## src/rtl/memmap_pdr.sv

```systemverilog
// Page mapper with per-mode PAR/PDR pairs: translates 16-bit virtual addresses,
// checks length/access/residency, and freezes SR0 on the first abort.
module memmap_pdr #(
  parameter int unsigned PA_W   = 22,
  parameter int unsigned NMODES = 3
) (
  input  logic            clk,
  input  logic            reset_n,
  input  logic            ce,
  input  logic            regwr,
  input  logic            regrd,
  input  logic [5:0]      regaddr,
  input  logic [15:0]     data_i,
  output logic [15:0]     data_o,
  output logic            valid_o,
  input  logic [1:0]      mode,
  input  logic            req,
  input  logic            wr,
  input  logic [15:0]     vaddr,
  output logic            ack,
  output logic [PA_W-1:0] phaddr,
  output logic            abort,
  output logic [15:0]     sr0
);

  localparam int unsigned PARW      = PA_W - 6;
  localparam logic [15:0] SR0_WMASK = 16'hE06F;

  logic [PARW-1:0] par_q [3][8];
  logic [PARW-1:0] par_d [3][8];
  logic [6:0]      plf_q [3][8];
  logic [6:0]      plf_d [3][8];
  logic            w_q   [3][8];
  logic            w_d   [3][8];
  logic            ed_q  [3][8];
  logic            ed_d  [3][8];
  logic [1:0]      acf_q [3][8];
  logic [1:0]      acf_d [3][8];

  logic [15:0]     sr0_q, sr0_d;
  logic [15:0]     data_q, data_d;
  logic            valid_q, valid_d;
  logic            ack_q, ack_d;
  logic            abort_q, abort_d;
  logic [PA_W-1:0] phaddr_q, phaddr_d;

  // Register-port decode
  logic [1:0]  rsp;
  logic [2:0]  rpg;
  logic        sp_ok;
  logic [15:0] rdata;

  always_comb begin
    rsp   = regaddr[5:4];
    rpg   = regaddr[2:0];
    sp_ok = (rsp != 2'd3) && !((rsp == 2'd1) && (NMODES < 3));
    rdata = '0;
    if (rsp == 2'd3) begin
      rdata = sr0_q;
    end else if (sp_ok) begin
      if (regaddr[3]) begin
        rdata[PARW-1:0] = par_q[rsp][rpg];
      end else begin
        rdata = {1'b0, plf_q[rsp][rpg], 1'b0, w_q[rsp][rpg], 2'b00,
                 ed_q[rsp][rpg], acf_q[rsp][rpg], 1'b0};
      end
    end
  end

  // Translation datapath
  logic [2:0]      pg;
  logic [6:0]      bn;
  logic [5:0]      bofs;
  logic [1:0]      msp;
  logic            mode_ok;
  logic [1:0]      sel_acf;
  logic [6:0]      sel_plf;
  logic            sel_ed;
  logic [PARW-1:0] sel_par;
  logic [2:0]      abt;      // {non-resident, length, read-only} -> SR0[15:13]
  logic [PA_W-1:0] xlat;

  always_comb begin
    pg      = vaddr[15:13];
    bn      = vaddr[12:6];
    bofs    = vaddr[5:0];
    msp     = 2'd0;
    mode_ok = 1'b1;
    case (mode)
      2'b00:   msp = 2'd0;
      2'b01: begin
        msp     = 2'd1;
        mode_ok = (NMODES > 2);
      end
      2'b11:   msp = 2'd2;
      default: mode_ok = 1'b0;
    endcase
    sel_acf = acf_q[msp][pg];
    sel_plf = plf_q[msp][pg];
    sel_ed  = ed_q[msp][pg];
    sel_par = par_q[msp][pg];
    abt     = '0;
    xlat    = '0;
    if (!sr0_q[0]) begin
      xlat[15:0] = vaddr;
      if (pg == 3'd7) xlat[PA_W-1:13] = '1;
    end else begin
      xlat = {sel_par + PARW'(bn), bofs};
      if (!mode_ok) begin
        abt[2] = 1'b1;
      end else begin
        abt[2] = !sel_acf[0];
        abt[1] = sel_ed ? (bn < sel_plf) : (bn > sel_plf);
        abt[0] = wr && (sel_acf == 2'b01);
      end
    end
  end

  // Software writes are applied last so they override same-cycle hardware updates.
  always_comb begin
    par_d    = par_q;
    plf_d    = plf_q;
    w_d      = w_q;
    ed_d     = ed_q;
    acf_d    = acf_q;
    sr0_d    = sr0_q;
    ack_d    = req;
    abort_d  = abort_q;
    phaddr_d = phaddr_q;
    valid_d  = regrd;
    data_d   = data_q;
    if (regrd) data_d = rdata;
    if (req) begin
      abort_d  = |abt;
      phaddr_d = xlat;
      if (|abt) begin
        if (sr0_q[15:13] == 3'b000) begin
          sr0_d[15:13] = abt;
          sr0_d[6:5]   = mode;
          sr0_d[3:1]   = pg;
        end
      end else if (sr0_q[0] && wr) begin
        w_d[msp][pg] = 1'b1;
      end
    end
    if (regwr) begin
      if (rsp == 2'd3) begin
        sr0_d = data_i & SR0_WMASK;
      end else if (sp_ok) begin
        if (regaddr[3]) begin
          par_d[rsp][rpg] = data_i[PARW-1:0];
        end else begin
          plf_d[rsp][rpg] = data_i[14:8];
          w_d[rsp][rpg]   = 1'b0;
          ed_d[rsp][rpg]  = data_i[3];
          acf_d[rsp][rpg] = data_i[2:1];
        end
      end
    end
  end

  always_ff @(posedge clk or negedge reset_n) begin
    if (!reset_n) begin
      for (int unsigned m = 0; m < 3; m++) begin
        for (int unsigned p = 0; p < 8; p++) begin
          par_q[m][p] <= '0;
          plf_q[m][p] <= '0;
          w_q[m][p]   <= 1'b0;
          ed_q[m][p]  <= 1'b0;
          acf_q[m][p] <= '0;
        end
      end
      sr0_q    <= '0;
      data_q   <= '0;
      valid_q  <= 1'b0;
      ack_q    <= 1'b0;
      abort_q  <= 1'b0;
      phaddr_q <= '0;
    end else if (ce) begin
      par_q    <= par_d;
      plf_q    <= plf_d;
      w_q      <= w_d;
      ed_q     <= ed_d;
      acf_q    <= acf_d;
      sr0_q    <= sr0_d;
      data_q   <= data_d;
      valid_q  <= valid_d;
      ack_q    <= ack_d;
      abort_q  <= abort_d;
      phaddr_q <= phaddr_d;
    end
  end

  assign data_o  = data_q;
  assign valid_o = valid_q;
  assign ack     = ack_q;
  assign abort   = abort_q;
  assign phaddr  = phaddr_q;
  assign sr0     = sr0_q;

endmodule
```

## config.mk

```make
export PLATFORM = sky130hd
export DESIGN_NAME = memmap_pdr
export DESIGN_NICKNAME = d
export VERILOG_FILES = /design/src/rtl/memmap_pdr.sv
export SDC_FILE = /design/constraint.sdc
export NUM_CORES = 1
export LEC_CHECK = 0
export CAP_MARGIN = 20
export CORE_ASPECT_RATIO = 0.7
export CORE_UTILIZATION = 45
export DETAILED_ROUTE_END_ITERATION = 12
export PLACE_DENSITY = 0.66
export SKIP_CTS_REPAIR_TIMING = 1
export SYNTH_ARGS = -nofsm -noshare
export SYNTH_HDL_FRONTEND = slang
export SYNTH_SLANG_ARGS = --single-unit
export TNS_END_PERCENT = 10
```

## constraint.sdc

```tcl
create_clock -name clk -period 3.4 [get_ports clk]
set_clock_uncertainty 0.2 [all_clocks]
set_input_delay 0.68 -clock clk [delete_from_list [all_inputs] [get_ports clk]]
set_output_delay 0.68 -clock clk [all_outputs]
set_load 0.1 [all_outputs]
```

# After elaboration in Yosys (flattened, before gate mapping)
# Index checks and enable logic that the tools add are counted.
# totals
in_bits	47
ff_bits	698
# op_classes
addsub	1
bitwise	9
n_lt_le_gt_ge	10
n_mux	107
eq_ne	6
reduce_logical	16
# op_table
operator	n
128-bit 2-to-1 mux	5
128-bit binary-select mux with 2-bit select	2
384-bit bitwise mux	1
56-bit 2-to-1 mux	5
128-bit demux with 2-bit select	1
16-bit 2-to-1 mux	15
56-bit binary-select mux with 2-bit select	2
168-bit bitwise mux	1
24-bit 2-to-1 mux	7
56-bit demux with 2-bit select	1
16-bit binary-select mux with 3-bit select	2
16-bit binary-select mux with 2-bit select	2
8-bit 2-to-1 mux	8
8-bit binary-select mux with 2-bit select	3
48-bit bitwise mux	1
16-bit demux with 3-bit select	1
7-bit binary-select mux with 3-bit select	2
7-bit 2-to-1 mux	5
16-bit demux with 2-bit select	1
8-bit demux with 2-bit select	2
24-bit bitwise AND	1
24-bit bitwise mux	1
24-bit NOT	1
24-bit bitwise OR	1
33 further kinds	78

# Logic depth before layout (Yosys ltp)
# depth
ltp_word	21
depth_mapped	22
mapped_depth_nobuf	14

# Least setup slack after synthesis
# Ideal clock, no wire load.
# synth_timing
path_type	input to register
start	input port mode[1]
end	register phaddr_q[21], in the netlist phaddr[21]
arrival_ps	4490
setup_slack_ps	-1361
stages	21
path_buffers	8
required_time_ps	3129
cell_sequence	buf_6 buf_6 buf_6 buf_8 buf_4 buf_4 buf_4 buf_2 mux2i_1 a21oi_1 o22ai_1 nor4_1 ha_1 a21o_1 a21oi_1 nor2b_1 o21a_1 o21ai_0 inv_1 a311o_1 nand3_1
# synth_via
elab_chain_len	11
elab_cells_between_ends	12
classes_between	add/sub: 1; eq/ne: 2; mux: 8; bitwise: 1
# synth_lines
item	line_no	source
start: declaration	16	input logic [1:0] mode,
2-bit equality test or 2-bit by 1-bit equality test with 1-bit output (tied branches)	89	case (mode)
2-bit one-hot mux with 2 select lines (*)	89	
2-bit NOT with 3-bit output (not written as such) (*)	101	sel_par = par_q[msp][pg];
128-bit binary-select mux with 2-bit select (*)	101	
128-bit 2-to-1 mux (not written as such) (*) (2 in a row)	101	
16-bit binary-select mux with 3-bit select (*)	101	
16-bit 2-to-1 mux (not written as such) (*) (2 in a row)	101	
16-bit by 7-bit adder with 16-bit output (*)	108	xlat = {sel_par + PARW'(bn), bofs};
22-bit 2-to-1 mux (*)	104	if (!sr0_q[0]) begin
end signal: assignment	190	phaddr_q <= phaddr_d;
end: declaration	45	logic [PA_W-1:0] phaddr_q, phaddr_d;
# Every way passes the cells marked *; elsewhere a longest branch is shown, timed or not. The select of a mux whose other input is x is not followed.
# A chain may end at the register's enable or synchronous reset.

# Worst setup path after layout
# Ends and elaborated chain as after synthesis.

==> qor.yml <==
wire_per_inst_um: 30.5
path_depth: 20
clk_pin_slew_worst_paths_ps: 60
syn2layout_area_growth_pct: 26.3
multiInputGateArea_um2: 19900
grt_max_degree: 94
ys_ff_latch: 698
critical_path.endpoint: "phaddr[21]"
status: "finished with violations"
synthTopCellsByArea: "dfrtp_1, mux2_2, mux2i_1"
place_congestion: 1.01
antenna_found_initial: 10
cp-end-kind: "register"
cp_top_family: "buffers and inverters"
p_sw_mw: 7.13
cts_buffers: 72
async_flop_share_pct: 100
cts_max_path_buffers: 3
crit_slowest_cell: "or3_4"
insertion_delay_ps: 650
r2r_cells: 14
reg2reg_to: "sr0[6]"
fin_crit_ps: 3520
final.fill_count: 7067
floorplan.initialDensity_pct: 45.4
ys_top_cells_by_count: "dfrtp_1, mux2_2, nor2_1"
grt_usage_pct: 36.0
rrSetupSlack_ps: -100
grt_setup_unrepaired: "true"
max_cap_viol_count: 0
vias_per_cell: 6.51
overflow: 0
seq_area_um2: 17500
power-per-cell-area_nw_per_um2: 474
portBuffers: 96
finalMaxSlewViolations: 0
first_global_vias: 31400
crit_path_frequent_cell: "buf_16"
cp_cell_sequence: "buf_16 > buf_16 > buf_16 > buf_12 > buf_12 > buf_8 > buf_8 > buf_4 > mux2i_1 > a21oi_2 > o22ai_1 > nor4_1 > buf_4 > ha_1 > or3_4 > o21ai_2 > buf_6 > or3_4 > nand4bb_1 > nand3_1"
internal-power_mw: 15.8
io_pins: 104
cp.arrival_ps: 3890
critical_path_peak_fanout: 6
cts_tree: "built"
power_frac_clock_pct: 37.2
hold_class: "reg2reg"
max_freq_mhz: 284
cts_num_sinks: 698
yosysSeqAreaShare_pct: 45.7
die_area_um2: 86200
relSlewSlack_pct: 26.5
avgSynthCellArea_um2: 10.9
p_seq_share_pct: 41.5
slowest_delay_ps: 350
period_share_pct: 103
worst_slew_pin_slew_ps: 1100
cp-start-kind: "input pin"
setup_viol: 39
grt_pass1_wl_um: 226000
synth_edf_count: 0
num_rows: 89
yosysTopAreaCellShare_pct: 45.7
hold_viol: 0
fin_util_pct: 57.4
yosysUniqueCellTypes: 83
finalWorstSetupSlack_ps: -116
leakage_nw: 22.7
peakVddDrop_mv: 0.429
setup_tns_ps: -2730
p_comb_share_pct: 21.3
synth_flop_cell: "dfrtp_1"
netlist_area_um2: 38300
die_height_um: 246
worstPathRequired_ps: 3770
htree_levels: 3
first_pass_iters: 9
yosysWarnings: 0
core_um2: 84200
critPathKind: "in2reg"
drtAntennaViolNets: 0
r2r-start: "plf_q[53]"
drt-initial-drc-count: 5139
nets: 4072
routed_wl_um: 159000
yosysMostFrequentCell: "dfrtp_1"
violations: "setup timing"
synth_top_area_cell: "dfrtp_1"
drive_above_1_share_pct: 39.3
drcViolationCount: 0
synthCells: 3523
clockRootBuffer: "clkbuf_16"
crit_path_start: "mode[1]"
crit_buf_inv: 10
dp_hpwl_um: 109000
sw_frac_of_total_pct: 31.1
vias: 33900
die_x_um: 350
## power by group through the flow
stage          combinational, mW  clock (mW)  sequential (mW)
2_1_floorplan               2.02           0             10.2
3_3_place_gp                4.47           0             9.60
3_5_place_dp                4.52           0             9.62
4_1_cts                     4.54        8.54             9.47
5_1_grt                     5.10        8.89             9.57
6_report                    4.87        8.53             9.52
## cell usage in the layout (no fill, tap or decap), types with 18 or more instances in the layout
master           count
a211oi_1            24
o22ai_1            129
clkdlybuf4s50_1     36
a21oi_1            269
clkbuf_16           84
o21ai_0             87
mux2_1              18
nor3_2              34
dfrtp_1            697
nor2_1             352
nand2_1            137
buf_12              86
mux2i_1            342
a221oi_1            21
nor3_1              32
nand3_1             22
mux2_2             657
buf_4              573
a22oi_1             38
## cell families (layout without fill, tap and decap cells)
group,after synthesis,in the layout,synth area share (%)
and+or+nand+nor,707,707,8.39
AOI/OAI and AO/OA,719,719,11.6
buffers and inverters,340,878,3.96
other,1,11,0.00980
DFF,698,698,45.7
xor gates and xnor gates,11,11,0.252
adders and majority gates,15,15,0.510
muxes,1032,1032,29.6
## how the worst min path moves through the flow
stage | start | endpoint | slack, ps | depth (start not counted)
2_1_floorplan | reset_n | abort | 180 | 0
3_3_place_gp | phaddr[5] | phaddr[5] | 260 | 2
4_1_cts | reset_n | acf_q[26] | -230 | 1
5_1_grt | w_q[22] | w_q[22] | 300 | 2
3_5_place_dp | phaddr[0] | phaddr[0] | 270 | 2
6_report | phaddr[7] | phaddr[7] | 280 | 2
## flip-flops by register name, summed over array words and instances, names as in the netlist
signal and flops:
valid_o 1, par_q 384, data_o 16, plf_q 168, acf_q 48, phaddr 22, ack 1, w_q 24
sr0 9, abort 1, ed_q 24
## metal layers
layer / GRT usage [%] / wire length, µm / vias to the layer above
met5: 0 / 200 / -
met4: 14.3 / 7330 / 10
met3: 13.0 / 23200 / 491
met2: 47.0 / 61300 / 2505
met1: 53.1 / 66800 / 17000
li1: - / - / 13900
## final cells by class
type                            instances  area share (%)
Clock buffer                          104            4.40
Clock inverter                         27           0.741
Sequential cell                       698            36.2
Timing Repair Buffer                  732            14.5
Multi-Input combinational cell       2491            41.1
Inverter                               15           0.117
Tap cell                             1137            2.94
Antenna cell                            4          0.0207
## worst min-delay path, cell delays in order, from the launching register on
cell and delay [ps]:
dfrtp_1 340, nand2_1 40, o21ai_0 60
## stage by stage
step	total power, mW	hold WS (ps)	area, µm²	worst slack (ps)	cells
floorplan	12.2	184	38500	-1110	3529
global placement	14.1	260	44700	-1040	5020
detailed placement	14.1	268	44700	-1110	5020
CTS	22.6	-234	47200	-441	5151
global route	23.6	301	48300	-272	5206
finish	22.9	279	48300	-116	5208
(Power assumes the default switching activity.)
